$ cat src/rtl/demux_lane_scheduler.sv
// demux_lane_scheduler
//   Round-robin dispatcher for a 1:8 lane demux. It accepts words on a valid/ready
//   input, picks a destination lane per word and holds the word on registered
//   outputs (lane_valid/lane_data/sel) until that lane takes it.
//   BURST_LEN consecutive words go to one lane before the round-robin pointer moves.
//   Optional feature macro: DEMUX_SCHED_MASK_EN adds a lane_en[7:0] eligibility mask.
module demux_lane_scheduler #(
  parameter int DATA_W    = 8,
  parameter int BURST_LEN = 1
) (
  input  logic              clk,
  input  logic              rst_n,
  input  logic              in_valid,
  input  logic [DATA_W-1:0] in_data,
  output logic              in_ready,
  input  logic [7:0]        lane_ready,
`ifdef DEMUX_SCHED_MASK_EN
  input  logic [7:0]        lane_en,
`endif
  output logic [7:0]        lane_valid,
  output logic [DATA_W-1:0] lane_data,
  output logic [2:0]        sel,
  output logic              busy
);

  typedef enum logic {
    IDLE = 1'b0,
    HOLD = 1'b1
  } state_e;

  // Burst counter value at which the pointer moves on to the next lane.
  localparam logic [7:0] BURST_LAST = 8'(BURST_LEN - 1);

  state_e            state_q, state_d;
  logic [2:0]        ptr_q, ptr_d;
  logic [7:0]        burst_cnt_q, burst_cnt_d;
  logic [2:0]        sel_q, sel_d;
  logic [DATA_W-1:0] data_q, data_d;
  logic [7:0]        lane_valid_q, lane_valid_d;

  logic [7:0] elig;
  logic       any_elig;
  logic [2:0] target;
  logic       accept;
  logic       delivered;
  logic [7:0] cnt_eff;

`ifdef DEMUX_SCHED_MASK_EN
  assign elig = lane_en;
`else
  assign elig = 8'hFF;
`endif

  assign any_elig  = |elig;
  assign delivered = (state_q == HOLD) && lane_ready[sel_q];
  assign in_ready  = any_elig && ((state_q == IDLE) || lane_ready[sel_q]);
  assign accept    = in_valid && in_ready;

  // Target lane: first eligible lane scanning upward from the pointer, wrapping 7->0.
  always_comb begin
    // NOTE: every variable written here gets a default first, so no path can
    // leave it unassigned and infer a latch.
    logic [2:0] idx;
    logic       found;
    target = ptr_q;
    idx    = ptr_q;
    found  = 1'b0;
    for (int k = 0; k < 8; k++) begin
      idx = ptr_q + 3'(k);
      if (!found && elig[idx]) begin
        target = idx;
        found  = 1'b1;
      end
    end
  end

  // Datapath and round-robin bookkeeping updated on each accepted word.
  always_comb begin
    ptr_d       = ptr_q;
    burst_cnt_d = burst_cnt_q;
    sel_d       = sel_q;
    data_d      = data_q;
    cnt_eff     = (target == ptr_q) ? burst_cnt_q : 8'd0;
    if (accept) begin
      data_d = in_data;
      sel_d  = target;
      if (cnt_eff == BURST_LAST) begin
        burst_cnt_d = 8'd0;
        ptr_d       = target + 3'd1;
      end else begin
        burst_cnt_d = cnt_eff + 8'd1;
        ptr_d       = target;
      end
    end
  end

  // FSM next state: a held word leaves only when its lane is ready; a same-cycle
  // accept refills the hold register with no bubble.
  always_comb begin
    state_d = state_q;
    case (state_q)
      IDLE: begin
        if (accept) state_d = HOLD;
      end
      HOLD: begin
        if (delivered) state_d = accept ? HOLD : IDLE;
      end
      default: state_d = IDLE;
    endcase
  end

  // One-hot lane valid is derived from next state so the output comes from a flop.
  always_comb begin
    lane_valid_d = (state_d == HOLD) ? (8'b1 << sel_d) : 8'd0;
  end

  // State and output registers; async reset discards any held word.
  always_ff @(posedge clk or negedge rst_n) begin
    if (!rst_n) begin
      state_q      <= IDLE;
      ptr_q        <= 3'd0;
      burst_cnt_q  <= 8'd0;
      sel_q        <= 3'd0;
      data_q       <= '0;
      lane_valid_q <= 8'd0;
    end else begin
      // NOTE: non-blocking assignments so every register samples pre-edge values.
      state_q      <= state_d;
      ptr_q        <= ptr_d;
      burst_cnt_q  <= burst_cnt_d;
      sel_q        <= sel_d;
      data_q       <= data_d;
      lane_valid_q <= lane_valid_d;
    end
  end

  assign lane_valid = lane_valid_q;
  assign lane_data  = data_q;
  assign sel        = sel_q;
  assign busy       = (state_q == HOLD);

endmodule

$ cat config.mk
export PLATFORM = sky130hd
export DESIGN_NAME = demux_lane_scheduler
export DESIGN_NICKNAME = d
export VERILOG_FILES = /design/src/rtl/demux_lane_scheduler.sv
export SDC_FILE = /design/constraint.sdc
export NUM_CORES = 1
export LEC_CHECK = 0
export CORE_MARGIN = 4
export CORE_UTILIZATION = 49
export DETAILED_ROUTE_END_ITERATION = 10
export PLACE_DENSITY = 0.79
export SLEW_MARGIN = 10
export SYNTH_ARGS = -nofsm -noshare
export SYNTH_HDL_FRONTEND = slang
export SYNTH_SLANG_ARGS = --single-unit
$ cat constraint.sdc
create_clock -name clk -period 2.6 [get_ports clk]
set_input_delay 0.52 -clock clk [delete_from_list [all_inputs] [get_ports clk]]
set_output_delay 0.52 -clock clk [all_outputs]
set_load 0.02 [all_outputs]
## Yosys cells after proc, flatten, opt, wreduce, memory -nomap -nowiden

Memories as Yosys holds them, arrays and structs flattened.
Index checks and enable logic that the tools add are counted.

- Register bits after elaboration: 31
- Latch bits: 0
- Bits in writable memories: 0
- Bits in read-only memories: 64
- Input bits: 19
- Output and inout bits: 21
- Logic and storage cells: 85
- Memories: 8

- Add/subtract/negate cells: 9
- $mul: 0
- Divide/modulo/power cells: 0
- Magnitude comparators: 9
- Eq/ne operators: 1
- Shift operators: 1
- Muxes and demuxes: 32
- Bitwise gates (word level): 1
- Reductions and logical operators: 18

Memory list:

| memory | depth | bits a word | read ports | clocked after memory_dff | wr ports | RTL line | text |
|---|---|---|---|---|---|---|---|
| (name not given) | 8 | 1 | 1 | 0 | 0 | 70 | `if (!found && elig[idx]) begin` |
| (name not given) | 8 | 1 | 1 | 0 | 0 | 70 |  |
| (name not given) | 8 | 1 | 1 | 0 | 0 | 70 |  |
| (name not given) | 8 | 1 | 1 | 0 | 0 | 70 |  |
| (name not given) | 8 | 1 | 1 | 0 | 0 | 70 |  |
| (name not given) | 8 | 1 | 1 | 0 | 0 | 70 |  |
| +2 memories | n/a | n/a | n/a | n/a | n/a | n/a |  |

Operators by type and width:

| kind | number |
|---|---|
| 3-bit by 4-bit < comparator with 1-bit output (second input constant) | 9 |
| 3-bit 2-to-1 mux | 9 |
| 8-bit 2-to-1 mux | 3 |
| 1-bit 2-to-1 mux | 18 |
| 3-bit adder (second input constant) | 4 |
| 1-bit logical AND | 9 |
| 8-bit by 1-bit adder with 8-bit output (second input constant) | 1 |
| 8-bit logical NOT | 1 |
| 1-bit by 3-bit << shifter with 8-bit output (first input constant) | 1 |
| 1-bit logical NOT | 7 |
| 3-bit by 1-bit adder with 3-bit output (second input constant) | 2 |
| 3-bit by 2-bit adder with 3-bit output (second input constant) | 2 |
| 1-bit binary-select mux with 3-bit select | 1 |
| 3-bit equality test | 1 |
| 1-bit case mux with 2 select lines | 1 |
| 1-bit logical OR | 1 |
| 1-bit inverter | 1 |

## Depth between registers and ports, before layout

- Word-level depth: 28
- Depth in mapped cells: 6
- Gate-level depth less buffers: 5

## Worst setup path after synthesis

No wires, ideal clock.

- Kind: register to output
- Start: register sel_q[0] (netlist: sel[0])
- End: output port in_ready
- Arrival: 1.608 ns
- Data required time: 2.080 ns
- Slack: 0.472 ns
- Stages on the path, launching flop included: 6
- Path buffers: 2
- Cell sequence: dfrtp_1 > buf_6 > mux4_2 > nand2_4 > buf_8 > nand2_1

- Word-level cells in the longest chain between the ends: 3

Ends and longest elaborated chain:

| what | RTL line | text |
|---|---|---|
| start, declared | 37 | `logic [2:0] sel_q, sel_d;` |
| start signal, assigned | 131 | `sel_q <= sel_d;` |
| 1-bit binary-select mux with 3-bit select | 56 | `assign in_ready = any_elig && ((state_q == IDLE) \|\| lane_ready[sel_q]);` |
| 1-bit 2-to-1 mux (implied by the code) | 56 |  |
| 1-bit logical OR | 56 |  |
| end, declared | 15 | `output logic in_ready,` |

Every way passes these cells. The select of a mux whose other input is x is not followed.

## Final worst setup path

- Start: input port lane_ready[6]
- End: output port in_ready

- Word-level cells in the longest chain between the ends: 3

Ends and longest elaborated chain:

| what | RTL line | text |
|---|---|---|
| start, declared | 16 | `input logic [7:0] lane_ready,` |
| 1-bit binary-select mux with 3-bit select | 56 |  |
| 1-bit 2-to-1 mux (implied by the code) | 56 |  |
| 1-bit logical OR | 56 |  |

Every way passes these cells. The select of a mux whose other input is x is not followed.

==> impl_metrics.csv <==
group,metric,value,unit
finish,stdcell_count,236,
drt,num_vias,1338,
die,top_level_ports,40,
clock_network,clk_path_buf_depth,2,
placed_design,pre_cts_slack,-0.121,ns
grt,antenna_found_initial,0,
yosys,yosysSeqAreaShare,0.454,
drt,wirelength,3.99,mm
setup_path,cp-end-kind,"output port",
yosys,synth_warnings,0,
power_and_ir_drop,p_leak,0.965,nW
yosys,synthFlopType,"dfrtp_1",
sta,slew_headroom,0.695,
setup_path,crit_type,"input pin to output port",
grt,grt.total_usage,0.202,
power_and_ir_drop,p_sw,1.16,mW
finish,n_fill_cell,267,
clock_network,clk-insertion-delay-late,0.33,ns
status,outcome,"complete, no violations",
finish,finalNetCount,211,
yosys,syn_avg_cell_area,12.4,sq um
setup_path,worstPathArrival,1.98,ns
job,maxCapViolations,0,
sta,slew_violations,0,
yosys,synth_edf_count,0,
power_and_ir_drop,internal_power,1.64,mW
setup_path,cp_slowest_cell,"mux4_2",
placed_design,dp_cells,228,
finish,final_layout_size_suffix_gt1_frac,0.242,
drt,drt_iter0_markers,43,
sta,setup_violations,0,
sta,fin_crit_sh,0.961,
drt,antenna_left,0,
grt,overflow,0,
die,die_x,67.1,um
drt,vias_per_cell,5.67,
finish,post-route-util,0.678,
clock_network,cts-htree-levels,2,
sta,worst_pin_slew,0.453,ns
power_and_ir_drop,swShare,0.413,
sta,finalWorstSetupSlack,0.102,ns
die,rows,21,
finish,area.growth.synth_to_final,33.5,%
yosys,synth_cell_type_count,45,
yosys,synth_area,0.00171,sq mm
yosys,ys_async_sr_fraction,1.00,
sta,hold_viol,0,
setup_path,crit_family,"buffers and inverters",
grt,grt_pass1_wl,6.60,mm
power_and_ir_drop,p_clk_frac,0.140,
grt,first_global_vias,1340,
sta,rsz0062_at_grt,"no",
grt,grt_max_degree,32,
power_and_ir_drop,p_comb_frac,0.549,
clock_network,clock-sinks,31,
die,die-area,0.00450,sq mm
power_and_ir_drop,p_per_area,1230,mW/mm^2
clock_network,clockRootBuffer,"clkbuf_4",
hold_path,min_path_type,"flip-flop to flip-flop",
setup_path,crit_fanout,2,
die,fp.dieH,67.1,um
drt,drcViolationCount,0,
setup_path,timing.critical_path.buf_inv,2,
setup_path,cp_data_required_time,2.08,ns
placed_design,dp_hpwl,3.04,mm
placed_design,place_congestion,0.817,
setup_path,slowest_delay,0.52,ns
setup_path,worstPathCellList,"clkdlybuf4s50_1 > mux4_2 > nand2_4 > nand2_1 > dlygate4sd2_1",
drt,wl_per_cell,16.9,um
clock_network,cts_tree,"yes",
die,start_util,0.508,
finish,diodes,0,
power_and_ir_drop,peakVddDrop,0.646,mV
yosys,netlist_instances,138,
sta,fin_skew,0.00711,ns
sta,fmax,400,MHz
clock_network,cts_made_buffers,5,
clock_network,clk_transition_reported_paths,0.10,ns
setup_path,startpoint_type,"input pin",
placed_design,port_buffers,39,
yosys,synth_nets,160,
sta,period_needed,2.50,ns
yosys,synth_seq_cells,31,
power_and_ir_drop,p_seq_frac,0.311,
drt,firstDrtPassIters,4,
die,core-area,0.00336,sq mm
## final timing paths
path / startpoint / end / slack (ns) / cells after the start
worst max register to register: sel[1] / lane_data[7] / 0.52 / 6
worst max-delay path: lane_ready[6] / in_ready / 0.10 / 5
worst min-delay path: burst_cnt_q[7] / burst_cnt_q[7] / 0.49 / 1
max in group asynchronous: rst_n / sel[0] / 1.73 / 2
worst min register to register: burst_cnt_q[7] / burst_cnt_q[7] / 0.49 / 1
min in group asynchronous: rst_n / lane_valid[4] / 0.57 / 2
## layer usage
metal,wire length (um),part of all wire,global-route usage
met3,231,0.058,0.0607
met2,2110,0.53,0.351
met1,1600,0.40,0.239
met5,0,0,0
met4,48,0.012,0.0557
## through the flow
| stage | setup TNS [ns] | hold slack (ns) | power, mW | instance area (sq um) |
|---|---|---|---|---|
| 6_report | 0 | 0.491 | 2.80 | 2280 |
| 3_3_place_gp | -0.0785 | 0.472 | 2.35 | 2190 |
| 2_1_floorplan | 0 | 0.224 | 1.85 | 1710 |
| 4_1_cts | 0 | 0.486 | 2.80 | 2280 |
| 3_5_place_dp | -0.121 | 0.470 | 2.41 | 2190 |
| 5_1_grt | 0 | 0.507 | 2.98 | 2280 |
## worst register-to-register path, stage by stage, from the launching register on
cell     delay, ns
dfrtp_1       0.50
or2_2         0.35
o221a_4       0.23
buf_4         0.21
a21oi_4       0.18
buf_12        0.17
mux2_2        0.34
## logic make-up after synthesis
family / count (synthesis) / share of synthesized area
and+or+nand+nor: 32 / 0.113
AOI/OAI and AO/OA: 31 / 0.176
DFF: 31 / 0.454
muxes: 21 / 0.149
buffers and inverters: 13 / 0.0490
xor gates and xnor gates: 7 / 0.0359
adders and majority gates: 3 / 0.0220
## registers in the layout, summed over array words and instances, names as in the netlist
register,flops
sel,3
lane_data,8
lane_valid,8
ptr_q,3
burst_cnt_q,8
busy,1
## area by class of cell
| class | count | area, sq um | share of cell area |
|---|---|---|---|
| clock buffer | 6 | 51.3 | 0.0225 |
| tap | 46 | 57.6 | 0.0252 |
| multi-input combinational | 94 | 850 | 0.372 |
| sequential | 31 | 777 | 0.341 |
| clock inverter | 2 | 35.0 | 0.0154 |
| timing repair buffer | 50 | 484 | 0.212 |
| inverter | 7 | 26.3 | 0.0115 |
## synth_stat cells (all sizes together) (2+ instances only)
master | n | share of area
dfrtp | 31 | 0.45
o21ai | 5 | 0.015
mux4 | 2 | 0.026
mux2 | 10 | 0.070
o221ai | 2 | 0.010
o211ai | 3 | 0.013
a211oi | 6 | 0.034
nor2 | 3 | 0.0066
xnor2 | 2 | 0.010
nand3 | 4 | 0.012
mux2i | 9 | 0.053
clkbuf | 2 | 0.0051
a2111oi | 3 | 0.041
a21oi | 4 | 0.018
nand4 | 6 | 0.022
nand2 | 10 | 0.028
xor2 | 5 | 0.026
buf | 4 | 0.029
ha | 3 | 0.022
inv | 7 | 0.015
## layout by cell type, fill, tap and decap left out, types with 4 or more instances in the layout
master | Yosys | final
nand4_1 | 6 | 6
o21ai_0 | 5 | 5
dfrtp_1 | 31 | 30
clkdlybuf4s50_1 | 0 | 38
mux2_2 | 8 | 8
clkbuf_4 | 0 | 5
mux2i_1 | 9 | 9
a211oi_1 | 5 | 5
buf_4 | 0 | 10
xor2_1 | 5 | 5
nand2_1 | 8 | 8
nand3_1 | 4 | 4
inv_1 | 7 | 7
## repair_timing
action | in CTS | in global routing
hold buffers | 0 | 0
setup buffers | 0 | 0
gates resized for setup | 2 | 0
setup endpoints to repair | 1 | 0
## power groups by stage
stage | combinational [mW] | sequential (mW) | clock, mW
after global routing | 1.65 | 0.905 | 0.420
after floorplan | 0.863 | 0.985 | 0
after CTS | 1.54 | 0.870 | 0.396
after detailed placement | 1.54 | 0.876 | 0
after global placement | 1.49 | 0.859 | 0
final | 1.54 | 0.870 | 0.392
Note: power is estimated with default switching activity, not from simulation.
